$ cat config.mk
export PLATFORM = sky130hd
export DESIGN_NAME = param_alu
export DESIGN_NICKNAME = d
export VERILOG_FILES = /design/src/rtl/param_alu.sv
export SDC_FILE = /design/constraint.sdc
export NUM_CORES = 1
export LEC_CHECK = 0
export CAP_MARGIN = 30
export CORE_UTILIZATION = 35
export CTS_BUF_LIST = sky130_fd_sc_hd__clkbuf_4 sky130_fd_sc_hd__clkbuf_8 sky130_fd_sc_hd__clkbuf_16
export CTS_CLUSTER_SIZE = 40
export DETAILED_ROUTE_END_ITERATION = 16
export PLACE_DENSITY = 0.57
export SETUP_SLACK_MARGIN = 0.3
export SLEW_MARGIN = 20
export SYNTH_ARGS = -nofsm -noshare
export SYNTH_HDL_FRONTEND = slang
export SYNTH_SLANG_ARGS = --single-unit
$ cat constraint.sdc
create_clock -name clk -period 5.9 [get_ports clk]
set_clock_uncertainty 0.05 [all_clocks]
set_input_delay 0.885 -clock clk [delete_from_list [all_inputs] [get_ports clk]]
set_output_delay 0.885 -clock clk [all_outputs]
set_load 0.01 [all_outputs]
$ cat src/rtl/param_alu.sv
// Parametrised ALU with start/done handshake and a configurable-latency MUL/MAC path.
// Optional flag outputs (flag_zero, flag_carry) are built when PARAM_ALU_FLAGS_EN is defined.
module param_alu #(
   parameter int WIDTH      = 8,
   parameter int MUL_STAGES = 3
) (
   input  logic                 clk,
   input  logic                 reset,
   input  logic                 start,
   input  logic [2:0]           op,
   input  logic [WIDTH-1:0]     A,
   input  logic [WIDTH-1:0]     B,
   input  logic                 acc_clr,
   output logic                 busy,
   output logic                 done,
   output logic                 err,
   output logic [2*WIDTH-1:0]   result
`ifdef PARAM_ALU_FLAGS_EN
   ,
   output logic                 flag_zero,
   output logic                 flag_carry
`endif
);

   localparam int W2 = 2 * WIDTH;
   localparam int CW = (MUL_STAGES > 1) ? $clog2(MUL_STAGES) : 1;
`ifdef PARAM_ALU_FLAGS_EN
   localparam int SW = W2 + 1;
`else
   localparam int SW = W2;
`endif

   localparam logic [2:0] OP_ADD = 3'b001;
   localparam logic [2:0] OP_AND = 3'b010;
   localparam logic [2:0] OP_XOR = 3'b011;
   localparam logic [2:0] OP_MUL = 3'b100;
   localparam logic [2:0] OP_SUB = 3'b101;
   localparam logic [2:0] OP_OR  = 3'b110;
   localparam logic [2:0] OP_MAC = 3'b111;

   typedef enum logic {IDLE, MULT} state_t;

   state_t           state_reg, state_next;
   logic [CW-1:0]    cnt_reg, cnt_next;
   logic [WIDTH-1:0] a_reg, a_next, b_reg, b_next;
   logic             mac_reg, mac_next;
   logic [W2-1:0]    acc_reg, acc_next;
   logic [W2-1:0]    result_reg, result_next;
   logic             done_reg, done_next, err_reg, err_next;

   logic [W2-1:0]    a_ext, b_ext, mul_a, mul_b, prod, acc_base, res_val;
   logic [SW-1:0]    mac_sum;
   logic             complete, mul_done, is_mac;
`ifdef PARAM_ALU_FLAGS_EN
   logic             carry_val;
   logic             zero_reg, zero_next, carry_reg, carry_next;
`endif

   assign a_ext = W2'(A);
   assign b_ext = W2'(B);

   always_comb begin
      state_next  = state_reg;
      cnt_next    = cnt_reg;
      a_next      = a_reg;
      b_next      = b_reg;
      mac_next    = mac_reg;
      acc_next    = acc_reg;
      result_next = result_reg;
      done_next   = 1'b0;
      err_next    = 1'b0;
      complete    = 1'b0;
      mul_done    = 1'b0;
      res_val     = '0;
      mul_a       = W2'(a_reg);
      mul_b       = W2'(b_reg);
      acc_base    = acc_reg;
      is_mac      = mac_reg;
`ifdef PARAM_ALU_FLAGS_EN
      carry_val   = 1'b0;
      zero_next   = zero_reg;
      carry_next  = carry_reg;
`endif
      case (state_reg)
         IDLE: begin
            // A clear coincident with a MAC start makes that MAC accumulate from zero.
            if (acc_clr) begin
               acc_next = '0;
               acc_base = '0;
            end
            if (start) begin
               case (op)
                  OP_ADD: begin
                     complete = 1'b1;
                     res_val  = a_ext + b_ext;
`ifdef PARAM_ALU_FLAGS_EN
                     carry_val = res_val[WIDTH];
`endif
                  end
                  OP_SUB: begin
                     complete = 1'b1;
                     res_val  = a_ext - b_ext;
`ifdef PARAM_ALU_FLAGS_EN
                     carry_val = (A < B);
`endif
                  end
                  OP_AND: begin complete = 1'b1; res_val = a_ext & b_ext; end
                  OP_XOR: begin complete = 1'b1; res_val = a_ext ^ b_ext; end
                  OP_OR:  begin complete = 1'b1; res_val = a_ext | b_ext; end
                  OP_MUL, OP_MAC: begin
                     is_mac = (op == OP_MAC);
                     if (MUL_STAGES == 1) begin
                        mul_a    = a_ext;
                        mul_b    = b_ext;
                        complete = 1'b1;
                        mul_done = 1'b1;
                     end else begin
                        a_next     = A;
                        b_next     = B;
                        mac_next   = is_mac;
                        cnt_next   = CW'(MUL_STAGES - 1);
                        state_next = MULT;
                     end
                  end
                  default: ;
               endcase
            end
         end
         MULT: begin
            if (start)
               err_next = 1'b1;
            if (cnt_reg == CW'(1)) begin
               complete   = 1'b1;
               mul_done   = 1'b1;
               state_next = IDLE;
            end else begin
               cnt_next = cnt_reg - CW'(1);
            end
         end
         default: state_next = IDLE;
      endcase

      prod    = mul_a * mul_b;
      mac_sum = SW'(acc_base) + SW'(prod);
      if (mul_done) begin
         if (is_mac) begin
            res_val  = mac_sum[W2-1:0];
            acc_next = mac_sum[W2-1:0];
`ifdef PARAM_ALU_FLAGS_EN
            carry_val = mac_sum[W2];
`endif
         end else begin
            res_val = prod;
         end
      end

      if (complete) begin
         result_next = res_val;
         done_next   = 1'b1;
`ifdef PARAM_ALU_FLAGS_EN
         zero_next   = (res_val == '0);
         carry_next  = carry_val;
`endif
      end
   end

   always_ff @(posedge clk) begin
      if (reset) begin
         state_reg  <= IDLE;
         cnt_reg    <= '0;
         a_reg      <= '0;
         b_reg      <= '0;
         mac_reg    <= 1'b0;
         acc_reg    <= '0;
         result_reg <= '0;
         done_reg   <= 1'b0;
         err_reg    <= 1'b0;
`ifdef PARAM_ALU_FLAGS_EN
         zero_reg   <= 1'b0;
         carry_reg  <= 1'b0;
`endif
      end else begin
         state_reg  <= state_next;
         cnt_reg    <= cnt_next;
         a_reg      <= a_next;
         b_reg      <= b_next;
         mac_reg    <= mac_next;
         acc_reg    <= acc_next;
         result_reg <= result_next;
         done_reg   <= done_next;
         err_reg    <= err_next;
`ifdef PARAM_ALU_FLAGS_EN
         zero_reg   <= zero_next;
         carry_reg  <= carry_next;
`endif
      end
   end

   assign busy   = (state_reg == MULT);
   assign done   = done_reg;
   assign err    = err_reg;
   assign result = result_reg;
`ifdef PARAM_ALU_FLAGS_EN
   assign flag_zero  = zero_reg;
   assign flag_carry = carry_reg;
`endif

endmodule

==> results_dict.tcl, run 1 <==
set metrics [dict create \
    status "finished clean" \
    synth_cell_type_count 64 \
    yosysSeqAreaShare 0.177 \
    cts_tree "built" \
    async_flop_share 0 \
    grt_overflow 0 \
    cap_violations 0 \
    port_buffers 41 \
    num_vias 5444 \
    clock_latency_ps 300 \
    fmax_mhz 182 \
    period_minus_slack_ps 5500 \
    placedInstanceArea_um2 6830 \
    coreArea_um2 16800 \
    hold_buffers 0 \
    die_h_um 134 \
    critPathKind "register to register" \
    arrival_ps 5630 \
    final.period_utilization 0.932 \
    switching_share 0.300 \
    drtIter0Drc 224 \
    crit_slowest_cell "fa_1" \
    power.leakage_uw 0.00337 \
    setup_viol 0 \
    yosysWarnings 0 \
    gp_congestion 0.902 \
    holdCritPathClass "register to register" \
    cp_cell_sequence "and2_1 > fa_1 > fa_1 > fa_1 > inv_1 > fa_1 > inv_1 > ha_4 > or4_4 > o22ai_4 > o21ai_2 > xor2_2 > ha_1 > buf_6 > nand2_1 > o31a_1 > and2_1 > mux2_4 > mux2_4" \
    htreeDepth 2 \
    drcViolationCount 0 \
    yosys.area.top_type "dfxtp_1" \
    diodes 0 \
    r2r_cells 19 \
    dr.pass1.iters 5 \
    slew_headroom 0.467 \
    syn_nets 895 \
    ir_drop_mv 0.0955 \
    hold_viol_final 0 \
    pwr-share-comb 0.237 \
    die_area_um2 18000 \
    worstHoldPathCells 2 \
    synth.avg_cell_area_um2 8.07 \
    yosysMostFrequentCell "nand2_1" \
    antenna_found_initial 0 \
    area_growth_pct 19.9 \
    r2r_start "b_reg[2]" \
    maxSlewViolCount 0 \
    cts_sinks 54 \
    cp-start-kind "register" \
    grt_use_total 0.189 \
    crit_fanout 7 \
    postSynthCellCount 756 \
    dp_slack_ps -12.4 \
    io_pins 42 \
    setup_slack_ps 403 \
    cts_buffer_depth 2 \
    dpl.cell_count 1010 \
    grt_max_degree 34 \
    clkSlewWorstSetupHoldPaths_ps 70 \
    die_w_um 134 \
    root_buffer "clkbuf_16" \
    numCtsBuffers 5 \
    grt_pass1_vias 5385 \
    worstHoldEndpoint "a_reg[6]" \
    worst_pin_slew_ps 798 \
    max_stage_delay_ps 570 \
    synth-edff-count 0 \
    stdcell_count 1035 \
    initial_core_util 0.363 \
    synth_area_leaders "dfxtp_1 (18%), ha_1 (16%), fa_1 (13%)" \
    final_area_um2 7310 \
    clkPwrFrac 0.331 \
    min_from "a_reg[6]" \
    seq_power_share 0.432 \
    drive_gt1_frac 0.125 \
    internal_power_uw 629 \
    ys_top_cells_by_count "nand2_1 (96), ha_1 (77), inv_1 (77)" \
    crit_path_frequent_cell "fa_1" \
    end_kind "register" \
    power_density_nw_per_um2 123 \
    num_rows 47 \
    place_hpwl_um 12700 \
    final_util 0.435 \
    rsz0062_at_grt "true" \
    viasPerCell 5.26 \
    synth_top_area_frac 0.177 \
    cp.required_ps 6040 \
    ant_nets 0 \
    p_sw_uw 269 \
    syn_area_um2 6100 \
    synth_ff_type "dfxtp_1" \
    grt_pass1_wl_um 27100 \
    wl_per_cell_um 16.0 \
    wl_um 16500 \
    timing.rr.end "acc_reg[15]" \
    rrSetupSlack_ps 400 \
    ys_ff_latch 54 \
    fin_nets 954 \
]
==> cell usage in the layout, fill, tap and decap left out, drive strengths merged, types with 17 or more instances in the layout <==
master         Yosys  layout
a21oi             74      74
and2              75      75
buf                7      37
clkdlybuf4s50      0      40
dfxtp             54      54
fa                39      39
ha                77      77
inv               77      77
nand2             96      96
nor2              43      43
o21ai             22      22
xnor2             17      17
==> stage by stage <==
step	setup TNS [ps]	total power (µW)	hold WS (ps)
detailed placement	-12.4	603	425
floorplan	0	522	401
global route	0	940	467
CTS	0	902	437
global placement	0	603	421
finish	0	898	432
==> cell families (layout without fill, tap and decap cells) <==
logic type / after synthesis / count (layout) / share of synthesized area
buffers and inverters: 104 / 163 / 0.0665
DFF: 54 / 54 / 0.177
xor gates and xnor gates: 25 / 25 / 0.0359
AOI/OAI and AO/OA: 191 / 191 / 0.208
adders and majority gates: 116 / 116 / 0.286
and+or+nand+nor: 251 / 251 / 0.199
muxes: 15 / 15 / 0.0271
==> worst max-delay path by stage <==
stage          startpoint          end  cells past startpoint
2_1_floorplan    a_reg[5]  acc_reg[15]                     21
3_3_place_gp     b_reg[4]  acc_reg[15]                     21
3_5_place_dp     b_reg[4]  acc_reg[15]                     20
4_1_cts          a_reg[3]  acc_reg[15]                     22
5_1_grt          b_reg[2]  acc_reg[15]                     23
6_report         b_reg[2]  acc_reg[15]                     19
==> power groups by stage <==
stage | Combinational, µW | Clock (µW) | Sequential (µW)
after floorplan | 125 | 0 | 397
after global placement | 205 | 0 | 399
after detailed placement | 205 | 0 | 398
after CTS | 209 | 304 | 389
after global routing | 235 | 316 | 390
final | 213 | 297 | 388
==> per-layer routing <==
metal	track usage	vias up	wire (µm)
met5	0	-	0
met4	0.0306	0	99
met3	0.0174	9	521
met2	0.330	104	7980
li1	-	2711	-
met1	0.256	2620	7940
==> final cells by class <==
type	count	area, µm²
fill	1721	9510
clock buffer	6	133
inverter	77	289
tap	220	275
clock inverter	1	7.51
sequential	54	1120
timing repair buffer	79	702
multi-input combinational	598	4790
==> worst max-delay path: cells and delay by family (launching register included) <==
kind | cells | cell delay (ps)
adder cells (fa/ha/maj) | 6 | 2540
multiplexers | 2 | 550
buffers and inverters | 3 | 240
XOR/XNOR | 1 | 170
flip-flops | 1 | 360
AND/OR/NAND/NOR | 4 | 900
AO/OA/AOI/OAI | 3 | 600
==> timing repair <==
action | in CTS | in global routing
hold endpoints to repair | 0 | 0
cloned | 0 | 0
buffers inserted | 11 | 7
endpoints found under the setup margin | 4 | 6
resized for setup | 27 | 33
pin swaps | 9 | 22
Power figures use the tool's default switching activity.
==> run 2: changes to the inputs <==
--- a/config.mk
+++ b/config.mk
@@ -6,11 +6,11 @@
 export NUM_CORES = 1
 export LEC_CHECK = 0
 export CAP_MARGIN = 30
-export CORE_UTILIZATION = 35
+export CORE_UTILIZATION = 54
 export CTS_BUF_LIST = sky130_fd_sc_hd__clkbuf_4 sky130_fd_sc_hd__clkbuf_8 sky130_fd_sc_hd__clkbuf_16
 export CTS_CLUSTER_SIZE = 40
 export DETAILED_ROUTE_END_ITERATION = 16
-export PLACE_DENSITY = 0.57
+export PLACE_DENSITY = 0.8
 export SETUP_SLACK_MARGIN = 0.3
 export SLEW_MARGIN = 20
 export SYNTH_ARGS = -nofsm -noshare
==> run 2 against run 1 <==
Clock power is 16% higher. Register-to-register slack worse by 60 ps. Global-route usage is 10 points higher. Core utilization is 22 points higher. Critical path type unchanged. Critical endpoint unchanged. Largest cell class unchanged. Largest power group unchanged.
==> results_dict.tcl, run 2 (synthesis gave the netlist of run 1 again) <==
set metrics [dict create \
    num_rows 38 \
    rsz0062_at_grt "true" \
    final.period_utilization 0.942 \
    grt_pass1_vias 5432 \
    holdCritPathClass "register to register" \
    slew_headroom 0.483 \
    grt_max_degree 59 \
    grt_overflow 0 \
    clkSlewWorstSetupHoldPaths_ps 80 \
    hold_ws_ps 446 \
    grt_use_total 0.289 \
    io_pins 42 \
    met3_usage 0.0301 \
    layout_common_cells "nand2_1 (93), inv_1 (76), and2_1 (74)" \
    multi_input_area_um2 4790 \
    top_usage_layer "met2" \
    diodes 0 \
    die_area_um2 11700 \
    drtIter0Drc 348 \
    end_kind "register" \
    cap_violations 0 \
    numCtsBuffers 5 \
    grt_pass1_wl_um 26600 \
    power.leakage_uw 0.00333 \
    finalSetupTns_ps 0 \
    cts_tree "built" \
    layout_commonest_cell "nand2_1" \
    final_util 0.654 \
    period_minus_slack_ps 5560 \
    drcViolationCount 0 \
    viasPerCell 5.90 \
    antenna_found_initial 0 \
    fin_nets 943 \
    status "finished clean" \
    met1_usage 0.380 \
    maxSlewViolCount 0 \
    clock_latency_ps 300 \
    die_h_um 108 \
    drive_gt1_frac 0.119 \
    root_buffer "clkbuf_16" \
    num_vias 5576 \
    cp-start-kind "register" \
    critPathKind "register to register" \
    cts_buffer_depth 2 \
    worst_pin_slew_ps 772 \
    gp_congestion 0.926 \
    port_buffers 41 \
    wl_um 16400 \
    cp.required_ps 6050 \
    die_w_um 108 \
    power_density_nw_per_um2 132 \
    arrival_ps 5710 \
    hold_viol_final 0 \
    place_hpwl_um 12000 \
    crit_fanout 8 \
    cts_sinks 54 \
    htreeDepth 2 \
    ir_drop_mv 0.142 \
    fmax_mhz 180 \
    initial_core_util 0.558 \
    finalPower_uw 942 \
    ant_nets 0 \
    dr.pass1.iters 5 \
    coreArea_um2 10900 \
    setup_viol 0 \
    wl_per_cell_um 17.4 \
    seq_area_um2 1120 \
    nFillCells 930 \
    area_growth_pct 17.3 \
    grt_use_met2 0.495 \
]
[run 2: cell types whose count changed in the layout (fill, tap and decap cells not counted), moves of 2 or more]
cell	previous run	this run
ha_4	6	4
nand2_1	95	93
nand2_2	1	3
buf_4	34	25
ha_1	69	71
[run 2: repair_timing]
action	4_1_cts	5_1_grt
endpoints found under the hold margin	0	0
buffers inserted	9	9
setup endpoints to repair	6	6
resized for setup	30	30
hold buffers	0	0
pin swaps	7	14
[run 2: layer usage]
metal | vias to the layer above | wire [µm] | share of wire
met4 | 0 | 395 | 0.024
met1 | 2663 | 7210 | 0.44
met2 | 186 | 8000 | 0.49
met3 | 37 | 819 | 0.050
li1 | 2690 | - | -
met5 | - | 0 | 0
[run 2: metrics by stage]
stage / setup slack (ps) / instance area [µm²] / std cells
3_3_place_gp: 113 / 6620 / 918
2_1_floorplan: 354 / 6100 / 756
4_1_cts: 301 / 6960 / 935
6_report: 341 / 7160 / 945
5_1_grt: 134 / 7160 / 945
3_5_place_dp: 14.2 / 6630 / 918
[run 2: power by group]
| group | internal (µW) | switching (µW) | total [µW] |
|---|---|---|---|
| registers | 375 | 14.0 | 389 |
| clock network | 201 | 143 | 344 |
| logic | 90.0 | 119 | 209 |
[run 2: worst max-delay path: stages, from the launching register on]
cell and delay, ps:
dfxtp_4 370, and2_1 190, fa_2 400, fa_1 490
inv_1 70, fa_1 500, fa_1 510, inv_1 70
ha_4 190, or4_4 550, o22ai_4 150, o21ai_1 110
xor2_1 290, ha_1 320, a21oi_2 140, nor2_1 60
a211oi_2 140, o31a_1 220, nor2_1 60, mux2_4 290
mux2_4 290
[run 2: cell type report]
type	instances	share of cell area
multi-input cells	598	0.669
flip-flops and latches	54	0.156
repair buffers	68	0.0864
inverters	77	0.0404
well taps	140	0.0245
clock buffers	5	0.0175
clock inverters	3	0.00612
[run 2: worst paths after layout]
check,startpoint,to,slack (ps),cells after the start
max,a_reg[3],acc_reg[15],340,20
min,acc_reg[8],acc_reg[8],450,2
max reg2reg,a_reg[3],acc_reg[15],340,20
min reg2reg,acc_reg[8],acc_reg[8],450,2
==> run 3: changes to the inputs <==
--- a/config.mk
+++ b/config.mk
@@ -10,6 +10,7 @@
 export CTS_BUF_LIST = sky130_fd_sc_hd__clkbuf_4 sky130_fd_sc_hd__clkbuf_8 sky130_fd_sc_hd__clkbuf_16
 export CTS_CLUSTER_SIZE = 40
 export DETAILED_ROUTE_END_ITERATION = 16
+export HOLD_SLACK_MARGIN = 0.08
 export PLACE_DENSITY = 0.8
 export SETUP_SLACK_MARGIN = 0.3
 export SLEW_MARGIN = 20
==> results of run 3 <==
No change in the layout: final DEF, timing and power equal those of run 2.
